`src/rtl/data_mem_port_pkg.sv`:
```
// Shared types and constants for the data memory port.
// Optional feature macro: DATA_MEM_MISALIGN_TRAP_EN.
package mem_port_pkg;

  typedef enum logic [1:0] {
    IDLE = 2'd0,
    REQ  = 2'd1,
    RESP = 2'd2
  } state_t;

  // Access size encodings (func3[1:0])
  localparam logic [1:0] SIZE_B = 2'd0;
  localparam logic [1:0] SIZE_H = 2'd1;
  localparam logic [1:0] SIZE_W = 2'd2;
  localparam logic [1:0] SIZE_D = 2'd3;

  localparam int unsigned BE_WIDTH = 8;

endpackage

```
`src/rtl/data_mem_port_if.sv`:
```
// Valid/ready bus between the data memory port and a 64-bit doubleword memory.
interface data_mem_port_if #(
  parameter int AddrSize = 64
) ();

  logic                mem_valid;
  logic                mem_we;
  logic [AddrSize-1:0] mem_addr;
  logic [7:0]          mem_be;
  logic [63:0]         mem_wdata;
  logic                mem_ready;
  logic [63:0]         mem_rdata;

  modport master (
    output mem_valid, mem_we, mem_addr, mem_be, mem_wdata,
    input  mem_ready, mem_rdata
  );

  modport slave (
    input  mem_valid, mem_we, mem_addr, mem_be, mem_wdata,
    output mem_ready, mem_rdata
  );

endinterface

```
`src/rtl/data_mem_port_lane_align.sv`:
```
// Byte-lane alignment: store enables/data shifted up to the addressed lane,
// read data shifted down to bit 0 and trimmed to the access size.
// DATA_MEM_MISALIGN_TRAP_EN enables the misalignment predicate; otherwise it is 0.
module lane_align
  import mem_port_pkg::*;
(
  input  logic [1:0]          size,
  input  logic [2:0]          off,
  input  logic [63:0]         store_value,
  output logic [BE_WIDTH-1:0] be,
  output logic [63:0]         wdata,
  output logic                misaligned,
  input  logic [1:0]          rd_size,
  input  logic [2:0]          rd_off,
  input  logic [63:0]         rd_data,
  output logic [63:0]         rd_aligned
);

  logic [BE_WIDTH-1:0] be_base;
  logic [63:0]         rd_mask;

  // Byte enable pattern for the size, shifted to the lane (upper lanes drop off)
  always_comb begin
    be_base = '0;
    case (size)
      SIZE_B:  be_base = 8'h01;
      SIZE_H:  be_base = 8'h03;
      SIZE_W:  be_base = 8'h0F;
      default: be_base = 8'hFF;
    endcase
    be = be_base << off;
  end

  assign wdata = store_value << {off, 3'b000};

`ifdef DATA_MEM_MISALIGN_TRAP_EN
  logic [2:0] align_mask;

  // Offset must be a multiple of the access size
  always_comb begin
    align_mask = '0;
    case (size)
      SIZE_B:  align_mask = 3'b000;
      SIZE_H:  align_mask = 3'b001;
      SIZE_W:  align_mask = 3'b011;
      default: align_mask = 3'b111;
    endcase
    misaligned = (off & align_mask) != 3'b000;
  end
`else
  assign misaligned = 1'b0;
`endif

  // Read data moved down to bit 0 with bytes above the access size cleared
  always_comb begin
    rd_mask = '0;
    case (rd_size)
      SIZE_B:  rd_mask = 64'h0000_0000_0000_00FF;
      SIZE_H:  rd_mask = 64'h0000_0000_0000_FFFF;
      SIZE_W:  rd_mask = 64'h0000_0000_FFFF_FFFF;
      default: rd_mask = '1;
    endcase
    rd_aligned = (rd_data >> {rd_off, 3'b000}) & rd_mask;
  end

endmodule

```
`src/rtl/data_mem_port.sv`:
```
// Data memory port: latches a load/store/fetch request, runs one valid/ready
// transfer to the doubleword memory and returns LSB-aligned read data.
// DATA_MEM_MISALIGN_TRAP_EN: misaligned requests complete immediately with
// misaligned=1 and no memory transfer.
module data_mem_port
  import mem_port_pkg::*;
#(
  parameter int AddrSize = 64
) (
  input  logic                clk,
  input  logic                reset,
  input  logic                start,
  input  logic                write,
  input  logic [1:0]          size,
  input  logic [AddrSize-1:0] addr,
  input  logic [63:0]         store_value,
  output logic [63:0]         rdata_o,
  output logic                done,
  output logic                busy,
  output logic                misaligned,
  data_mem_port_if.master     mem
);

  state_t state, state_next;

  logic [1:0]          req_size;
  logic [2:0]          req_off;
  logic                valid_q, we_q, done_q, busy_q, mis_q;
  logic [AddrSize-1:0] addr_q;
  logic [BE_WIDTH-1:0] be_q;
  logic [63:0]         wdata_q, rdata_q;

  logic [BE_WIDTH-1:0] align_be;
  logic [63:0]         align_wdata, rd_aligned;
  logic                align_mis;

  lane_align u_lane_align (
    .size        (size),
    .off         (addr[2:0]),
    .store_value (store_value),
    .be          (align_be),
    .wdata       (align_wdata),
    .misaligned  (align_mis),
    .rd_size     (req_size),
    .rd_off      (req_off),
    .rd_data     (mem.mem_rdata),
    .rd_aligned  (rd_aligned)
  );

  // State register
  always_ff @(posedge clk or posedge reset) begin
    if (reset) state <= IDLE;
    else       state <= state_next;
  end

  // Next-state logic
  always_comb begin
    state_next = state;
    unique case (state)
      IDLE:    if (start) state_next = align_mis ? RESP : REQ;
      REQ:     if (mem.mem_ready) state_next = RESP;
      RESP:    state_next = IDLE;
      default: state_next = IDLE;
    endcase
  end

  // Status flags are registered from the next state so every output is a flop
  always_ff @(posedge clk or posedge reset) begin
    if (reset) begin
      done_q   <= 1'b0;
      busy_q   <= 1'b0;
      valid_q  <= 1'b0;
      mis_q    <= 1'b0;
      we_q     <= 1'b0;
      req_size <= '0;
      req_off  <= '0;
      addr_q   <= '0;
      be_q     <= '0;
      wdata_q  <= '0;
      rdata_q  <= '0;
    end else begin
      done_q  <= (state_next == RESP);
      busy_q  <= (state_next != IDLE);
      valid_q <= (state_next == REQ);
      if (state == IDLE && start) begin
        we_q     <= write;
        req_size <= size;
        req_off  <= addr[2:0];
        addr_q   <= {addr[AddrSize-1:3], 3'b000};
        be_q     <= align_be;
        wdata_q  <= align_wdata;
        mis_q    <= align_mis;
      end else if (state == RESP) begin
        mis_q <= 1'b0;
      end
      if (state == REQ && mem.mem_ready && !we_q) rdata_q <= rd_aligned;
    end
  end

  assign rdata_o       = rdata_q;
  assign done          = done_q;
  assign busy          = busy_q;
  assign misaligned    = mis_q;
  assign mem.mem_valid = valid_q;
  assign mem.mem_we    = we_q;
  assign mem.mem_addr  = addr_q;
  assign mem.mem_be    = be_q;
  assign mem.mem_wdata = wdata_q;

endmodule

```
`src/flat_wrapper.sv`:
```
// flat-port wrapper written by rule: the top's interface ports become plain ports
module data_mem_port_flat import mem_port_pkg::*;
#(
  parameter int AddrSize = 64
)
  (clk, reset, start, write, size, addr, store_value, rdata_o, done, busy, misaligned, mem_mem_valid, mem_mem_we, mem_mem_addr, mem_mem_be, mem_mem_wdata, mem_mem_ready, mem_mem_rdata);
  data_mem_port_if #(.AddrSize(AddrSize)) mem_i ();
  input  logic clk;
  input  logic reset;
  input  logic start;
  input  logic write;
  input  logic [1:0] size;
  input  logic [AddrSize-1:0] addr;
  input  logic [63:0] store_value;
  output logic [63:0] rdata_o;
  output logic done;
  output logic busy;
  output logic misaligned;
  output wire logic [$bits(mem_i.mem_valid)-1:0] mem_mem_valid;
  output wire logic [$bits(mem_i.mem_we)-1:0] mem_mem_we;
  output wire logic [$bits(mem_i.mem_addr)-1:0] mem_mem_addr;
  output wire logic [$bits(mem_i.mem_be)-1:0] mem_mem_be;
  output wire logic [$bits(mem_i.mem_wdata)-1:0] mem_mem_wdata;
  input wire logic [$bits(mem_i.mem_ready)-1:0] mem_mem_ready;
  input wire logic [$bits(mem_i.mem_rdata)-1:0] mem_mem_rdata;
  assign mem_mem_valid = mem_i.mem_valid;
  assign mem_mem_we = mem_i.mem_we;
  assign mem_mem_addr = mem_i.mem_addr;
  assign mem_mem_be = mem_i.mem_be;
  assign mem_mem_wdata = mem_i.mem_wdata;
  assign mem_i.mem_ready = mem_mem_ready;
  assign mem_i.mem_rdata = mem_mem_rdata;
  data_mem_port #(.AddrSize(AddrSize)) u_core (.clk(clk), .reset(reset), .start(start), .write(write), .size(size), .addr(addr), .store_value(store_value), .rdata_o(rdata_o), .done(done), .busy(busy), .misaligned(misaligned), .mem(mem_i));
endmodule
```
`config.mk`:
```
export PLATFORM = sky130hd
export DESIGN_NAME = data_mem_port_flat
export DESIGN_NICKNAME = d
export VERILOG_FILES = /design/src/rtl/data_mem_port_pkg.sv /design/src/rtl/data_mem_port_if.sv /design/src/rtl/data_mem_port_lane_align.sv /design/src/rtl/data_mem_port.sv /design/src/flat_wrapper.sv
export SDC_FILE = /design/constraint.sdc
export NUM_CORES = 1
export LEC_CHECK = 0
export CAP_MARGIN = 20
export CORE_MARGIN = 4
export CORE_UTILIZATION = 45
export DETAILED_ROUTE_END_ITERATION = 10
export PLACE_DENSITY = 0.81
export SETUP_SLACK_MARGIN = 0.05
export SKIP_CTS_REPAIR_TIMING = 1
export SLEW_MARGIN = 20
export SYNTH_ARGS = -nofsm -noshare
export SYNTH_HDL_FRONTEND = slang
export SYNTH_SLANG_ARGS = --single-unit
```
`constraint.sdc`:
```
create_clock -name clk -period 16 [get_ports clk]
set_clock_uncertainty 0.05 [all_clocks]
set_input_delay 2.4 -clock clk [delete_from_list [all_inputs] [get_ports clk]]
set_output_delay 2.4 -clock clk [all_outputs]
set_load 0.05 [all_outputs]
```
==> impl_metrics.env <==
export IMPL_hold_path_end="u_core.mem.mem_addr[9]"
export IMPL_rsz0062_at_grt="no"
export IMPL_drv_cap=0
export IMPL_ctsLongestPathBuffers=3
export IMPL_r2r_end="u_core.mem.mem_wdata[15]"
export IMPL_yosysSeqAreaShare_pct=47.5
export IMPL_track_usage_pct=28.3
export IMPL_min_from="u_core.mem.mem_addr[9]"
export IMPL_hold_class="flop to flop"
export IMPL_fin_setup_tns_ns=0
export IMPL_die_w_um=164
export IMPL_ir_worst_vdd_v=0.000155
export IMPL_coreArea_um2=23700
export IMPL_portBuffers=399
export IMPL_period_share_pct=29.9
export IMPL_wirelength_um=38900
export IMPL_die_area_um2=26900
export IMPL_crit_arrival_ns=5.11
export IMPL_syn_to_final_growth_pct=43.8
export IMPL_antenna_found_initial=3
export IMPL_yosysWarnings=0
export IMPL_drtAntennaViolNets=0
export IMPL_maxSlewHeadroom_pct=29.6
export IMPL_worst_setup_path_start_kind="primary input"
export IMPL_crit_chain="clkdlybuf4s50_1, or3b_4, buf_4, or3_1, o21ai_1"
export IMPL_path_clk_slew_ns=0.06
export IMPL_syn_inst=1003
export IMPL_crit_type="primary input to flop"
export IMPL_hold_viol_final=0
export IMPL_globalplace_congestion=0.907
export IMPL_worst_ep_required_time_ns=16.34
export IMPL_cts_root_buf="clkbuf_16"
export IMPL_grt_pass1_vias=10200
export IMPL_layout_min_cycle_time_ns=4.78
export IMPL_critPathMaxFanout=83
export IMPL_dp_final_hpwl_um=28000
export IMPL_clkLatencyLatePin_ns=0.52
export IMPL_via_per_inst=5.91
export IMPL_wire_per_inst_um=23.1
export IMPL_slowest_delay_ns=0.95
export IMPL_ios=404
export IMPL_cts_made_buffers=25
export IMPL_start_util_pct=46.2
export IMPL_syn_avg_cell_area_um2=10.9
export IMPL_r2r_slack_ns=13.04
export IMPL_cts_tree="done"
export IMPL_synth_most_common_cell="nand2_1"
export IMPL_synthFlopType="dfrtp_1"
export IMPL_num_rows=56
export IMPL_reg2reg_depth=4
export IMPL_cts_sinks=208
export IMPL_htree_levels=1
export IMPL_ys_ff_latch=208
export IMPL_syn_area_um2=11000
export IMPL_critPathCaptureType="flop"
export IMPL_num_vias=9965
export IMPL_slowest_stage="or3b_4"
export IMPL_fmax_ghz=0.209
export IMPL_drtIter0Drc=1071
export IMPL_synth_top_area_share_pct=47.5
export IMPL_netlist_top_cells_area="dfrtp_1, mux4_2, nand2_1"
export IMPL_finish_utilization_pct=66.5
export IMPL_ys_types=47
export IMPL_layout_drive_gt1_share_pct=9.88
export IMPL_p_per_area_nw_per_um2=206
export IMPL_synthTopCellsByCount="nand2_1, dfrtp_1, mux4_2"
export IMPL_setup_viol=0
export IMPL_synth_edf_count=0
export IMPL_tightest_slew_ns=1.06
export IMPL_slew_viol_final=0
export IMPL_grt_overflow=0
export IMPL_synth_async_reset_ratio_pct=100
export IMPL_grt_pass1_wl_um=59100
export IMPL_die_h_um=164
export IMPL_holdPathStages=2
export IMPL_drt_pass1_iter_count=5
export IMPL_worstReg2RegStart="u_core.state[0]"
export IMPL_layout_nets=1550
export IMPL_drcViolationCount=0
export IMPL_status="finished, final reports clean"
export IMPL_leakage_uw=0.00674
export IMPL_grt_max_degree=135
export IMPL_yosys_area_top_type="dfrtp_1"
-- registers in the layout, indices dropped and copies added (netlist names) --
name / count
u_core.state: 2
u_core.done: 1
u_core.mem.mem_we: 1
u_core.mem.mem_wdata: 64
u_core.mem.mem_valid: 1
u_core.mem.mem_be: 8
u_core.busy: 1
u_core.mem.mem_addr: 61
u_core.rdata_o: 64
u_core.req_off: 3
u_core.req_size: 2
-- worst max-delay path, delay by kind of cell --
kind            cells  cell delay (ns)
compound gates      1             0.14
buf+inv             2             1.13
simple gates        2             1.38
-- how the worst max path moves through the flow --
| stage | from | to | depth (start not counted) |
|---|---|---|---|
| finish | start | u_core.mem.mem_wdata[15] | 5 |
| global route | start | u_core.mem.mem_wdata[14] | 5 |
| CTS | start | u_core.mem.mem_wdata[49] | 5 |
| detailed placement | start | u_core.mem.mem_wdata[52] | 5 |
| global placement | start | u_core.mem.mem_wdata[51] | 5 |
| floorplan | reset | u_core.busy | 1 |
-- layer usage --
layer | global-route usage (%) | up-vias | wire length, um
met5 | 0 | - | 27
li1 | - | 4347 | -
met2 | 47.2 | 631 | 18800
met3 | 6.52 | 120 | 3990
met1 | 35.6 | 4863 | 14200
met4 | 12.2 | 4 | 1890
-- cells in the final DEF, fill, tap and decap left out, drive strengths merged, types with 4 or more instances in the layout --
cell | netlist | layout
a21o | 11 | 11
a21oi | 4 | 4
a22o | 40 | 40
a22oi | 16 | 16
a2bb2oi | 15 | 15
a32o | 8 | 8
and2 | 11 | 11
buf | 51 | 12
clkbuf | 40 | 35
clkdlybuf4s50 | 0 | 397
clkinv | 0 | 7
conb | 1 | 4
dfrtp | 208 | 208
inv | 4 | 5
mux2i | 48 | 48
mux4 | 72 | 72
nand2 | 292 | 292
nand3 | 40 | 40
nand3b | 8 | 8
nor2 | 9 | 9
o211ai | 16 | 16
o21a | 10 | 10
o21ai | 40 | 40
o22a | 8 | 8
o31ai | 26 | 26
-- cells by family (layout without fill, tap and decap cells) --
kind of cell           Yosys count  count (layout)  share of synthesized area [%]
other                            1               5                         0.0342
and+or+nand+nor                377             377                           15.1
AOI/OAI and AO/OA              201             201                           13.7
muxes                          121             121                           19.3
DFF                            208             208                           47.5
buffers and inverters           95             456                           4.31
-- report_power, final --
group	leakage (uW)	internal (uW)	total, uW	switching [uW]
clock network	0.000370	300	523	223
registers	0.00267	730	899	169
logic	0.00369	642	1810	1170
total	0.00674	1670	3240	1560
-- stage by stage --
step / area [um^2] / std cells / total power, uW / hold WS [ns] / setup slack, ns
5_1_grt: 15700 / 1687 / 3380 / 0.443 / 11.04
4_1_cts: 15700 / 1686 / 3250 / 0.428 / 11.04
2_1_floorplan: 11000 / 1006 / 2080 / 0.443 / 7.87
6_report: 15700 / 1687 / 3240 / 0.425 / 11.22
3_5_place_dp: 15000 / 1643 / 2710 / 0.412 / 10.50
3_3_place_gp: 15000 / 1643 / 2690 / 0.408 / 10.51
-- area by class of cell --
cell class	count	area [um^2]
timing repair buffer	409	4070
clock buffer	35	693
multi-input combinational	703	5310
tap	319	399
sequential	208	5210
clock inverter	8	43.8
inverter	4	22.5
fill	1869	7940
antenna	1	2.50
No activity file was read; power rests on OpenSTA's default activity.
==> RTL edit 1, RTL diff (same settings) <==
`AddrSize` is set to 64 in 3 places; all go to 128.
--- a/src/rtl/data_mem_port_if.sv
+++ b/src/rtl/data_mem_port_if.sv
@@ -1,6 +1,6 @@
 // Valid/ready bus between the data memory port and a 64-bit doubleword memory.
 interface data_mem_port_if #(
-  parameter int AddrSize = 64
+  parameter int AddrSize = 128
 ) ();
 
   logic                mem_valid;
--- a/src/rtl/data_mem_port.sv
+++ b/src/rtl/data_mem_port.sv
@@ -5,7 +5,7 @@
 module data_mem_port
   import mem_port_pkg::*;
 #(
-  parameter int AddrSize = 64
+  parameter int AddrSize = 128
 ) (
   input  logic                clk,
   input  logic                reset,
--- a/src/flat_wrapper.sv
+++ b/src/flat_wrapper.sv
@@ -1,7 +1,7 @@
 // flat-port wrapper written by rule: the top's interface ports become plain ports
 module data_mem_port_flat import mem_port_pkg::*;
 #(
-  parameter int AddrSize = 64
+  parameter int AddrSize = 128
 )
   (clk, reset, start, write, size, addr, store_value, rdata_o, done, busy, misaligned, mem_mem_valid, mem_mem_we, mem_mem_addr, mem_mem_be, mem_mem_wdata, mem_mem_ready, mem_mem_rdata);
   data_mem_port_if #(.AddrSize(AddrSize)) mem_i ();
Ports: changed (resized addr and mem_mem_addr); port bits go from 404 to 532. The function was not compared with the original's and may differ.
==> RTL edit 1 against the original RTL <==
Routed wire length up 27%; critical path depth fell by 1; first-iteration DRC count grew 1.3%; register-to-register slack gained 0.30 ns; sequential cell count up 64; die area increased by 20%; clock power is 31% higher; via count up 23%; final area grew 25%; setup slack got worse by 0.074 ns; power grew 32%; synthesized area increased by 21%; critical path type is now in -> async.
==> RTL edit 1: results (changes against the original RTL) <==
| Metric | Value |
|---|---|
| Status | finished clean (unchanged) |
| Final Non-Filler Cells | 2158 (was 1687) |
| Critical path fanouts, max | 139 (was 83) |
| WL/cell | 22.9 um (was 23.1 um) |
| Synth cell types | 45 (was 47) |
| TritonRoute pass-1 iters | 6 (was 5) |
| Placed inst area | 18700 sq um (was 15000 sq um) |
| Met3 usage | 0.0770 (was 0.0652) |
| Root Driver | clkbuf_16 (unchanged) |
| Post-Synthesis Cells | 1274 (was 1003) |
| Seq/Total Area, Yosys | 0.512 (was 0.475) |
| Internal power | 2.19 mW (was 1.67 mW) |
| Clk pwr share | 0.160 (was 0.162) |
| M1 GR Usage | 0.363 (was 0.356) |
| Slew headroom | 0.307 (was 0.296) |
| Dpl ws | 10.42 ns (was 10.50 ns) |
| Initial antenna violation count | 6 (was 3) |
| GP Congestion | 0.918 (was 0.907) |
| Tot Pwr | 4.28 mW (was 3.24 mW) |
| Top post-synthesis cells by count | 484 x nand2_1, 272 x dfrtp_1, 72 x mux4_2 (was 292 x nand2_1, 208 x dfrtp_1, 72 x mux4_2) |
| Share of cells above drive strength 1 | 0.0854 (was 0.0988) |
| Vias | 12.3k (was 9965) |
| Dpl hpwl | 36400 um (was 28000 um) |
| Total track usage | 0.292 (was 0.283) |
| Leakage | 8.71 nW (was 6.74 nW) |
| Top post-synthesis cells by area | dfrtp_1 51%, nand2_1 14%, mux4_2 12% (was dfrtp_1 48%, mux4_2 15%, nand2_1 10%) |
| Worst-skew pair later-pin latency | 0.54 ns (was 0.52 ns) |
| Crit path max-delay family | buffers and inverters (was simple AND/OR/NAND/NOR gates) |
| Port bufs | 527 (was 399) |
| Post-placement cell count | 2098 (was 1643) |
| Slowest Stage Delay on Critical Path | 0.87 ns (was 0.95 ns) |
| Mux contribution to synthesized area | 0.159 (was 0.193) |
| Grt met2 use | 0.490 (was 0.472) |
| Crit path DAT | 5.33 ns (was 5.11 ns) |
| First-pass GRT wire length | 74600 um (was 59100 um) |
-- RTL edit 1: path summary, 6_finish.rpt --
check                                         from                        to  slack (ns)  cells past startpoint
min in group asynchronous                    reset   u_core.mem.mem_addr[81]        2.44                      2
min reg2reg                u_core.mem.mem_addr[13]   u_core.mem.mem_addr[13]        0.43                      2
max reg2reg                      u_core.req_off[0]        u_core.rdata_o[24]       13.34                      4
max in group clk                             start  u_core.mem.mem_wdata[35]       11.63                      5
min                        u_core.mem.mem_addr[13]   u_core.mem.mem_addr[13]        0.43                      2
max                                          reset        u_core.rdata_o[48]       11.15                      4
-- RTL edit 1: cell type report --
cell class	instances	area (sq um)
Clock buffer	47	916
Tap cell	384	480
Antenna cell	5	12.5
Clock inverter	8	70.1
Timing Repair Buffer	543	5390
Fill cell	2133	9210
Multi-Input combinational cell	895	6020
Inverter	4	22.5
Sequential cell	272	6810
-- RTL edit 1: routing by layer --
metal	wire, um	vias to the layer above
li1	-	5405
met1	18200	6034
met2	23900	703
met3	4940	115
met4	2230	2
met5	11	-
==> RTL edit 2, RTL diff (same flow settings) <==
Made on the original files. Make the reset (`reset`) synchronous in 2 clocked blocks.
--- a/src/rtl/data_mem_port.sv
+++ b/src/rtl/data_mem_port.sv
@@ -48,7 +48,7 @@
   );
 
   // State register
-  always_ff @(posedge clk or posedge reset) begin
+  always_ff @(posedge clk) begin
     if (reset) state <= IDLE;
     else       state <= state_next;
   end
@@ -65,7 +65,7 @@
   end
 
   // Status flags are registered from the next state so every output is a flop
-  always_ff @(posedge clk or posedge reset) begin
+  always_ff @(posedge clk) begin
     if (reset) begin
       done_q   <= 1'b0;
       busy_q   <= 1'b0;
Behaviour: differs if reset is asserted again (counterexample within 4 cycles, from zero or initial values and one cycle with reset high); with reset held inactive, the same outputs for 4 cycles.
==> RTL edit 2 against the original RTL <==
Final area fell by 5.2%; count of clock-buffer cells in the layout up 1; critical endpoint is now u_core.mem.mem_be[4]; largest cell class unchanged; final cell count up 5.9%; via count grew 3.3%; sequential cell count unchanged; maximum frequency increased by 7.3%; synthesized area decreased by 7.3%; setup slack better by 0.32 ns; routed wire length fell by 3.3%; non-clock buffer count is 1 higher.
Power is not compared: it rests on default switching activity, and its combinational part moved more than twofold at a synthesized area within 25%.
==> RTL edit 2: results (changes against the original RTL) <==
| Metric | Value |
|---|---|
| Setup_tns | 0 ns (unchanged) |
| Critical path fanouts, max | 95 (was 83) |
| First-pass GRT wire length | 55800 um (was 59100 um) |
| Top post-synthesis cells by count | 208 x dfxtp_1, 184 x nand2_1, 112 x mux2i_1 (was 292 x nand2_1, 208 x dfrtp_1, 72 x mux4_2) |
| Seq/Total Area, Yosys | 0.410 (was 0.475) |
| Total track usage | 0.283 (about the same) |
| Vias per inst | 5.76 (was 5.91) |
| Reg2reg setup slack | 13.39 ns (was 13.04 ns) |
| Switching share of power | 0.306 |
| FF-to-FF path depth | 5 (was 4) |
| Status | finished clean (unchanged) |
| Top post-synthesis cells by area | dfxtp_1 41%, mux2i_1 11%, nand2_1 6.8% (was dfrtp_1 48%, mux4_2 15%, nand2_1 10%) |
| Start of the worst register-to-register path | u_core.req_off[0] (was u_core.state[0]) |
| Area of the core | 22000 sq um (was 23700 sq um) |
| WL final | 37600 um (was 38900 um) |
| TritonRoute pass-1 iters | 5 (unchanged) |
| Placed inst area | 14100 sq um (was 15000 sq um) |
| Pin count of the biggest net entering global routing | 97 (was 135) |
| N_diodes | 3 (was 1) |
| Worst-skew pair later-pin latency | just over 0.5 ns |
| Yosys warnings | 0 (unchanged) |
| NumNets Final | 1686 (was 1550) |
| Crit path from | start (unchanged) |
| Clock slew at reported path FFs | 0.06 ns (about the same) |
| Setup crit end | u_core.mem.mem_be[4] (was u_core.mem.mem_wdata[15]) |
| Top FF cell, synth | dfxtp_1 (was dfrtp_1) |
| Area of the multi-input gates | 5520 sq um (was 5310 sq um) |
| CTS Buffer Depth | 3 (unchanged) |
| # fillers | 1742 (was 1869) |
| Root Driver | clkbuf_16 (unchanged) |
| P&R area growth vs syn | 47.1% (was 43.8%) |
| #MultiIn Comb | 840 (was 703) |
| Worst vdd ir | approximately 0.08 mV |
| Port bufs | 399 (unchanged) |
| Non-CTS buffers | 410 (was 409) |
| Synth cell types | 46 (was 47) |
| Worst hold path class | reg -> reg (unchanged) |
| DRT iter0 DRCs | 844 (was 1071) |
| FF+latch count, synth | 208 (unchanged) |
| Vias in the first global route | 9812 (was 10.2k) |
| Initial antenna violation count | 3 (unchanged) |
| Inverter count | 3 (was 4) |
| Async S/R FF share, synth | 0 (was 1.00) |
| Slew headroom | 0.335 (was 0.296) |
| Sequential cell area share | 0.279 (was 0.331) |
| Clkbuf count | 36 (was 35) |
| TritonCTS buffer count | 24 (was 25) |
| Dpl hpwl | 26900 um (was 28000 um) |
| Worst r2r dst | u_core.rdata_o[17] (was u_core.mem.mem_wdata[15]) |
| Non-clock buffering overhead | 0.273 (was 0.258) |
| Leakage | 5.52 nW |
| GP Congestion | 0.919 (was 0.907) |
| Proportion of cell area spent on the clock network | 0.0537 (was 0.0468) |
| Share of cells above drive strength 1 | 0.0632 (was 0.0988) |
==> RTL edit 2: metrics by stage <==
step	instances	worst slack, ns
after floorplan	1166	12.28
after global placement	1741	11.06
after detailed placement	1741	11.00
after CTS	1784	11.53
after global routing	1787	11.41
final	1787	11.55
==> RTL edit 2: kinds of logic after synthesis <==
family          after synthesis  synth area share
simple gates                403             0.177
mux                         144             0.173
flops                       208             0.410
other cells                   1          0.000369
buf+inv                     118            0.0484
compound gates              289             0.191
==> RTL edit 2: how the worst min path moves through the flow <==
stage / slack, ns / endpoint / start / cells past startpoint
2_1_floorplan: 0.41 / u_core.req_size[0] / u_core.req_size[0] / 2
3_3_place_gp: 0.38 / u_core.rdata_o[9] / u_core.rdata_o[9] / 1
5_1_grt: 0.42 / u_core.mem.mem_addr[43] / u_core.mem.mem_addr[43] / 2
6_report: 0.40 / u_core.mem.mem_addr[43] / u_core.mem.mem_addr[43] / 2
4_1_cts: 0.40 / u_core.rdata_o[40] / u_core.rdata_o[40] / 2
3_5_place_dp: 0.39 / u_core.rdata_o[15] / u_core.rdata_o[15] / 1
==> RTL edit 2: per-layer routing <==
metal / track usage / wire (um) / vias to the layer above
met2: 0.458 / 17400 / 532
met1: 0.356 / 14800 / 4859
li1: - / - / 4815
met3: 0.0798 / 3760 / 91
met4: 0.115 / 1670 / 0
met5: 0 / 0 / -
==> RTL edit 2: power by group through the flow <==
stage,clock (mW),sequential [mW],combinational (mW)
floorplan,0,0.646,0.136
global placement,0,0.568,0.350
detailed placement,0,0.569,0.352
CTS,0.556,0.558,0.354
global route,0.578,0.561,0.376
finish,0.552,0.559,0.356
==> RTL edit 2: critical path, stage by stage <==
cell             delay [ns]
clkdlybuf4s50_1        0.49
nand2b_1               0.13
nor2_4                 0.52
buf_4                  0.83
o311a_1                0.30
nor3_1                 0.04
